==> config.mk <==
export PLATFORM = sky130hd
export DESIGN_NAME = bus_load_demux_flat
export DESIGN_NICKNAME = d
export VERILOG_FILES = /design/src/rtl/bus_load_demux_if.sv /design/src/rtl/bus_load_demux.sv /design/src/flat_wrapper.sv
export SDC_FILE = /design/constraint.sdc
export NUM_CORES = 2
export LEC_CHECK = 0
export ABC_AREA = 1
export BUFFER_PORTS_ARGS = -buffer_cell sky130_fd_sc_hd__buf_2
export CAP_MARGIN = 20
export CELL_PAD_IN_SITES_DETAIL_PLACEMENT = 1
export CELL_PAD_IN_SITES_GLOBAL_PLACEMENT = 1
export CORE_UTILIZATION = 42
export DETAILED_ROUTE_END_ITERATION = 16
export MAX_ROUTING_LAYER = met4
export PLACE_DENSITY = 0.76
export SETUP_SLACK_MARGIN = 0.2
export SYNTH_ARGS = -nofsm -noshare
export SYNTH_HDL_FRONTEND = slang
export SYNTH_SLANG_ARGS = --single-unit
==> constraint.sdc <==
create_clock -name clk -period 3 [get_ports clk]
set_clock_uncertainty 0.2 [all_clocks]
set_input_delay 0.3 -clock clk [delete_from_list [all_inputs] [get_ports clk]]
set_output_delay 0.3 -clock clk [all_outputs]
set_load 0.02 [all_outputs]
==> src/rtl/bus_load_demux_if.sv <==
// Bus-side load handshake: word, destination code, valid/ready.
// The master drives the bus word; this block is the slave.
interface bus_load_demux_if #(
   parameter int DATA_W = 32
);
   logic [DATA_W-1:0] bus_contents;
   logic [4:0]        load_sel;
   logic              load_valid;
   logic              load_ready;

   modport master (
      output bus_contents,
      output load_sel,
      output load_valid,
      input  load_ready
   );

   modport slave (
      input  bus_contents,
      input  load_sel,
      input  load_valid,
      output load_ready
   );
endinterface

==> src/rtl/bus_load_demux.sv <==
// Bus write endpoint: capture stage, then commit into a 32-entry bank.
// Registered read port bypasses a same-edge commit.
module bus_load_demux #(
   parameter int          DATA_W        = 32,
   parameter logic [31:0] RESERVED_MASK = 32'hFD10_0000,
   parameter int          CNT_W         = 16
) (
   input  logic                  clk,
   input  logic                  clr,
   bus_load_demux_if.slave       bus,
   input  logic                  hold,
   input  logic [4:0]            rd_sel,
   output logic [DATA_W-1:0]     rd_data,
   output logic [31:0]           load_en,
   output logic                  bad_dest,
   output logic [CNT_W-1:0]      write_count
);

   logic              s1_valid_q, s1_valid_d;
   logic [DATA_W-1:0] s1_data_q, s1_data_d;
   logic [4:0]        s1_sel_q, s1_sel_d;
   logic [DATA_W-1:0] bank_q [32];
   logic [DATA_W-1:0] bank_d [32];
   logic [DATA_W-1:0] rd_data_q, rd_data_d;
   logic [31:0]       load_en_q, load_en_d;
   logic              bad_q, bad_d;
   logic [CNT_W-1:0]  cnt_q, cnt_d;

   logic accept, commit, good;

   assign bus.load_ready = !(s1_valid_q && hold);
   assign accept = bus.load_valid && bus.load_ready;
   assign commit = s1_valid_q && !hold;
   assign good   = commit && !RESERVED_MASK[s1_sel_q];

   always_comb begin
      s1_valid_d = s1_valid_q;
      s1_data_d  = s1_data_q;
      s1_sel_d   = s1_sel_q;
      bank_d     = bank_q;
      load_en_d  = '0;
      bad_d      = bad_q;
      cnt_d      = cnt_q;
      if (commit) s1_valid_d = 1'b0;
      if (accept) begin
         s1_valid_d = 1'b1;
         s1_data_d  = bus.bus_contents;
         s1_sel_d   = bus.load_sel;
      end
      if (good) begin
         bank_d[s1_sel_q] = s1_data_q;
         load_en_d = 32'd1 << s1_sel_q;
         if (cnt_q != '1) cnt_d = cnt_q + 1'b1;
      end else if (commit) begin
         bad_d = 1'b1;
      end
      // Bypass so a read of the destination sees the word being committed
      if (RESERVED_MASK[rd_sel])
         rd_data_d = '0;
      else if (good && s1_sel_q == rd_sel)
         rd_data_d = s1_data_q;
      else
         rd_data_d = bank_q[rd_sel];
   end

   always_ff @(posedge clk or negedge clr) begin
      if (!clr) begin
         s1_valid_q <= 1'b0;
         s1_data_q  <= '0;
         s1_sel_q   <= '0;
         for (int i = 0; i < 32; i++) bank_q[i] <= '0;
         rd_data_q  <= '0;
         load_en_q  <= '0;
         bad_q      <= 1'b0;
         cnt_q      <= '0;
      end else begin
         s1_valid_q <= s1_valid_d;
         s1_data_q  <= s1_data_d;
         s1_sel_q   <= s1_sel_d;
         bank_q     <= bank_d;
         rd_data_q  <= rd_data_d;
         load_en_q  <= load_en_d;
         bad_q      <= bad_d;
         cnt_q      <= cnt_d;
      end
   end

   assign rd_data     = rd_data_q;
   assign load_en     = load_en_q;
   assign bad_dest    = bad_q;
   assign write_count = cnt_q;

endmodule
==> src/flat_wrapper.sv <==
// flat-port wrapper written by rule: the top's interface ports become plain ports
module bus_load_demux_flat 
#(
   parameter int          DATA_W        = 32,
   parameter logic [31:0] RESERVED_MASK = 32'hFD10_0000,
   parameter int          CNT_W         = 16
)
  (clk, clr, hold, rd_sel, rd_data, load_en, bad_dest, write_count, bus_bus_contents, bus_load_sel, bus_load_valid, bus_load_ready);
  bus_load_demux_if #(.DATA_W(DATA_W)) bus_i ();
  input  logic clk;
  input  logic clr;
  input  logic hold;
  input  logic [4:0] rd_sel;
  output logic [DATA_W-1:0] rd_data;
  output logic [31:0] load_en;
  output logic bad_dest;
  output logic [CNT_W-1:0] write_count;
  input wire logic [$bits(bus_i.bus_contents)-1:0] bus_bus_contents;
  input wire logic [$bits(bus_i.load_sel)-1:0] bus_load_sel;
  input wire logic [$bits(bus_i.load_valid)-1:0] bus_load_valid;
  output wire logic [$bits(bus_i.load_ready)-1:0] bus_load_ready;
  assign bus_i.bus_contents = bus_bus_contents;
  assign bus_i.load_sel = bus_load_sel;
  assign bus_i.load_valid = bus_load_valid;
  assign bus_load_ready = bus_i.load_ready;
  bus_load_demux #(.DATA_W(DATA_W), .RESERVED_MASK(RESERVED_MASK), .CNT_W(CNT_W)) u_core (.clk(clk), .clr(clr), .bus(bus_i), .hold(hold), .rd_sel(rd_sel), .rd_data(rd_data), .load_en(load_en), .bad_dest(bad_dest), .write_count(write_count));
endmodule
== Yosys cells after proc, flatten, opt, wreduce, memory -nomap -nowiden ==
Memories as Yosys holds them, arrays and structs flattened.
Cells that the tools add are included.

* Memory bits (read-only): 64
* Bits of input ports: 46
* Output and inout bits: 82
* Memories kept: 2
* Flip-flop bits (word level): 1143

{| class="wikitable"
|+ Memory list
! memory !! depth !! width !! rd ports !! clocked after memory_dff !! wr ports !! line !! text
|-
| (no name shown) || 32 || 1 || 1 || 0 || 0 || bus_load_demux.sv:58 || <nowiki>if (RESERVED_MASK[rd_sel])</nowiki>
|-
| (no name shown) || 32 || 1 || 1 || 0 || 0 || bus_load_demux.sv:34 || <nowiki>assign good = commit && !RESERVED_MASK[s1_sel_q];</nowiki>
|}

* Shifts and indexed selects: 1
* $add $sub $neg: 1
* Reduce and logical (&&, ||, !) cells: 12
* Bitwise gates (word level): 3
* Order comparisons: 5
* Mux-type cells: 13
* Equality and inequality tests: 2

{| class="wikitable"
|+ Operators by type and width
! cell !! count
|-
| 1024-bit bitwise mux || 1
|-
| 32-bit two-way mux || 6
|-
| 32-bit binary-select mux with 5-bit select || 1
|-
| 32-bit demux with 5-bit select || 1
|-
| 1-bit by 5-bit left shift with 32-bit output (first input constant) || 1
|-
| 16-bit by 1-bit adder with 16-bit output (second input constant) || 1
|-
| 16-bit != test (second input constant) || 1
|-
| 6-bit >= comparator (second input constant) || 2
|-
| 5-bit by 6-bit less-than comparator with 1-bit output (second input constant) || 2
|-
| 5-bit inverter with 6-bit output || 2
|-
| 1-bit logical AND || 6
|-
| 6-bit by 1-bit less-than comparator with 1-bit output (second input constant) || 1
|-
| 5-bit == test || 1
|-
| 1-bit two-way mux || 4
|-
| 2-bit AND reduction || 2
|-
| 1-bit zero test || 3
|-
| 2-bit nonzero test || 1
|-
| 1-bit inverter || 1
|}

== Depth between registers and ports, before layout ==
* Depth after elaboration: 7
* Mapped depth: 14
* Depth with buffers taken out: 11

== Least setup slack after synthesis ==
No wires, ideal clock.

* Path kind: register -> register
* From: register u_core.cnt_q[0] (netlist: u_core.write_count[0])
* To: register u_core.cnt_q[13] (netlist: u_core.write_count[13])
* Required time: 2.664 ns
* Path buffers: 1
* Data arrival time: 1.790 ns
* Cell stages (with the launch flop): 10
* Slack: 0.874 ns
* Library setup time: 0.136 ns
* Clock period less this slack: 2.126 ns
* Cells stage by stage: dfrtp_1 > ha_1 > nand3_1 > nor2_1 > nand2_1 > nor2_1 > nand2_1 > nand2_2 > clkbuf_1 > o21ai_0

* Word-level cells in the longest chain between the ends: 2
* Elaborated cells between the ends (all ways): 3

{| class="wikitable"
|+ Ends and longest elaborated chain
! what !! line !! text
|-
| start, declared || bus_load_demux.sv:27 || <nowiki>logic [CNT_W-1:0] cnt_q, cnt_d;</nowiki>
|-
| start signal, assigned || bus_load_demux.sv:84 || <nowiki>cnt_q <= cnt_d;</nowiki>
|-
| branches (longest 2 deep; another with 16-bit by 1-bit adder with 16-bit output) || -- ||
|}

Parallel ways; which one is timed is not known.
A chain may end at the register's enable or synchronous reset.

== Final worst setup path ==
* From: register u_core.s1_sel_q[2]
* To: register u_core.bank_q[672] (netlist bit)

* Word-level cells in the longest chain between the ends: 6
* Elaborated cells between the ends (all ways): 11

{| class="wikitable"
|+ Ends and longest elaborated chain
! what !! line !! text
|-
| start, declared || bus_load_demux.sv:21 || <nowiki>logic [4:0] s1_sel_q, s1_sel_d;</nowiki>
|-
| start signal, assigned || bus_load_demux.sv:79 || <nowiki>s1_sel_q <= s1_sel_d;</nowiki>
|-
| 5-bit inverter with 6-bit output (not written as such) || bus_load_demux.sv:51 || <nowiki>bank_d[s1_sel_q] = s1_data_q;</nowiki>
|-
| 6-bit >= comparator (not written as such) / 6-bit by 1-bit less-than comparator with 1-bit output (equally long branches) || bus_load_demux.sv:51 ||
|-
| 1-bit logical AND (not written as such) || bus_load_demux.sv:51 ||
|-
| 32-bit two-way mux (not written as such) || bus_load_demux.sv:51 ||
|-
| 32-bit demux with 5-bit select || bus_load_demux.sv:51 ||
|-
| 1024-bit bitwise mux || bus_load_demux.sv:51 ||
|-
| end signal, assigned || bus_load_demux.sv:80 || <nowiki>bank_q <= bank_d;</nowiki>
|-
| end, declared || bus_load_demux.sv:22 || <nowiki>logic [DATA_W-1:0] bank_q [32];</nowiki>
|}

Several ways; a longest one is shown, not always the timed one. The select of a mux whose other input is x is not followed.

==> results.cfg <==
[setup_path]
max_stage_delay_ns = 0.44
cp_top_family = simple AND/OR/NAND/NOR gates
critPathCaptureType = flop
worstReg2RegEnd = u_core.bank_q[672]$_DFFE_PN0P_
cp_max_fo = 25
reg2reg_slack_ns = 0.28
crit_start = u_core.s1_sel_q[2]$_DFFE_PN0P_
worst-path-buf-inv = 2
cp_common_cell = nand2_1
cp.depth = 8
path_class = reg2reg
worstSetupStartpointType = flop
r2r_cells = 8
crit_end = u_core.bank_q[672]$_DFFE_PN0P_
cp_cell_sequence = inv_1 -> o21ai_1 -> a21boi_4 -> nand2_4 -> nor2_4 -> buf_4 -> nand2_1 -> nand2_1
required_ns = 3.48
crit_slowest_cell = dfrtp_1
crit_arrival_ns = 3.20
rr_startpoint = u_core.s1_sel_q[2]$_DFFE_PN0P_

[grt]
grt_first_pass_wirelength_um = 277000
grt_start_max_net_pins = 124
grtUsageTotal = 0.304
grt_pass1_vias = 45500
grt_use_met1 = 0.396
antenna_found_initial = 1
grt.overflow.total = 0
top_usage_layer = met2
global_route.usage.met2 = 0.483
grtUsageMet3 = 0.0475

[logic_synthesis]
synth_edf_count = 0
synth_area_per_cell_um2 = 8.03
ys_top_cells_by_area = dfrtp_1, nand2_1, nand3_1
yosysMostFrequentCell = nand2_1
synth_flop_cell = dfrtp_1
synth_top_area_share = 0.566
synth_common_cells = nand2_1, dfrtp_1, nand3_1
syn_area_um2 = 50500
yosys_warnings = 0
syn_inst = 6291
synth.ff_latch_count = 1143
synth.distinct_cells = 31
synth_top_cell_by_area = dfrtp_1
ys_seq_area_frac = 0.566
synthArstFlopShare = 1.00

[timing]
setup_viol = 0
tightest_slew_ns = 1.06
fmax_mhz = 368
post-route-min-period_ns = 2.72
rsz0062_at_grt = true
finalHoldViolations = 0
slew_viol_final = 0
relSlewSlack = 0.294
fin_crit_sh = 0.907
finalSetupTns_ns = 0

[min_path]
hold_path.class = in2async

[route]
remaining_drc_errors = 0
drt_first_iter_violations = 3637
wl_per_cell_um = 22.8
vias = 43100
detail_route.first_pass.iterations = 6
avgViaCountPerCell = 5.58
wirelength_um = 176000
ant_nets = 0

[clock_tree]
cts_sinks = 1143
cts_inserted_buffers = 131
clk_pin_slew_ns = 0.06
cts_tree = yes
post-cts-setup-buffers = 0
clock_path_buffers = 3
h-tree-depth = 4
cts-root-buf = clkbuf_16
clock_latency_ns = 0.76

[floorplanning]
num_io_pins = 128
core_um2 = 119000
dieArea_um2 = 122000
row_count = 126
die_x_um = 349
start_util = 0.426
fp.dieH_um = 349

[power]
peakVddDrop_uv = 612
p_leak_nw = 28.2
total_power_mw = 44.3
power_density_nw_per_um2 = 775

[placement]
numPortBuffers = 127
place_congestion = 0.857
dp_hpwl_um = 103000

[cells_and_area]
final-seq-area_um2 = 28600
final_nets = 6066
areaGrowthSynthToFinish_pct = 13.2
fillers = 14000
multi_input_area_um2 = 18500
fin_util = 0.482
drive_above_1_share = 0.0874
n_antenna_cell = 0

[run_status]
status = finished clean

[job]
maxCapViolations = 0
## through the flow
step | cell area (um^2) | setup slack (ns) | hold WS, ns | instances
floorplan | 50500 | 0.874 | -0.196 | 6298
global placement | 52400 | 0.430 | 0.00937 | 7444
detailed placement | 52400 | 0.294 | -0.00137 | 7444
CTS | 57200 | 0.296 | 0.0505 | 7718
global route | 57200 | 0.182 | 0.0622 | 7718
finish | 57200 | 0.279 | 0.0664 | 7718
## worst min-delay path: cells and delay by family
kind,cells,cell delay [ns]
buf+inv,3,1.05
## per-layer routing
layer | share of wire | vias to the layer above | wire length, um
li1 | - | 19400 | -
met1 | 0.43 | 22100 | 76200
met2 | 0.47 | 1283 | 83400
met3 | 0.061 | 354 | 10700
met4 | 0.034 | 0 | 5920
met5 | 0 | - | 0
## how the worst min path moves through the flow
| stage | startpoint | end | slack [ns] |
|---|---|---|---|
| 2_1_floorplan | clr | u_core.bad_dest$_DFFE_PN0P_ | -0.20 |
| 3_3_place_gp | clr | u_core.bank_q[31]$_DFFE_PN0P_ | 0.009 |
| 3_5_place_dp | clr | u_core.bank_q[64]$_DFFE_PN0P_ | -0.001 |
| 4_1_cts | clr | u_core.bank_q[629]$_DFFE_PN0P_ | 0.05 |
| 6_report | clr | u_core.bank_q[64]$_DFFE_PN0P_ | 0.07 |
| 5_1_grt | clr | u_core.bank_q[0]$_DFFE_PN0P_ | 0.06 |
## report_power, final
group	internal, mW	leakage [nW]	switching [mW]
Combinational	2.60	10.8	4.82
Clock	9.81	2.15	6.57
Sequential	18.6	15.3	1.95
## layout by cell type, fill, tap and decap left out, types with 2 or more instances in the layout
master         Yosys  layout
buf_2            138     122
nand4_1            7       7
xor2_1             8       8
buf_4              3     104
nor3_1             7       7
xnor2_1            8       8
clkinvlp_4         0       2
o21ai_0          493     493
clkbuf_16          0     135
inv_2              2       3
inv_8              0       3
nand2_2            3       4
dfrtp_1         1143    1143
nand2_4            2       6
nand2_1         2259    2254
inv_1            160     156
nor2_1           233     225
bufinv_16          0      10
conb_1             1       8
nand3_4            0       7
inv_6              0       6
nand3_1          790     783
clkinv_2           0      16
o21ai_1          170     170
clkbuf_1         558      33
nor2_4             5      16
clkbuf_8           0      28
a21oi_1          242     242
buf_12             0      63
clkinv_4           0       2
buf_6              9       2
dlygate4sd3_1      0      41
buf_8              0       2
clkinv_1           2       2
## state kept, by name (all words and copies together), names as in the netlist
| register | cells |
|---|---|
| u_core.s1_data_q | 32 |
| u_core.s1_valid_q | 1 |
| u_core.write_count | 16 |
| u_core.bad_dest | 1 |
| u_core.rd_data | 32 |
| u_core.s1_sel_q | 5 |
| u_core.bank_q | 1024 |
| u_core.load_en | 32 |
## kinds of logic after synthesis
group           synth area share
compound gates            0.0905
buf+inv                   0.0726
flops                      0.566
xor+xnor                 0.00277
fa+ha+maj               0.000248
simple gates               0.268
other cells            0.0000742
## final cells by class
cell class,count,area share
tap,1600,0.0350
multi-input combinational,4245,0.323
clock inverter,36,0.00825
clock buffer,196,0.0680
inverter,164,0.0111
timing repair buffer,334,0.0545
sequential,1143,0.500
## repair_timing
item,4_1_cts,5_1_grt
gates resized for setup,1,1
pin swaps,0,0
endpoints found under the hold margin,907,0
endpoints found under the setup margin,1,9
hold buffers,42,0
Note: power is estimated with default switching activity, not from simulation.
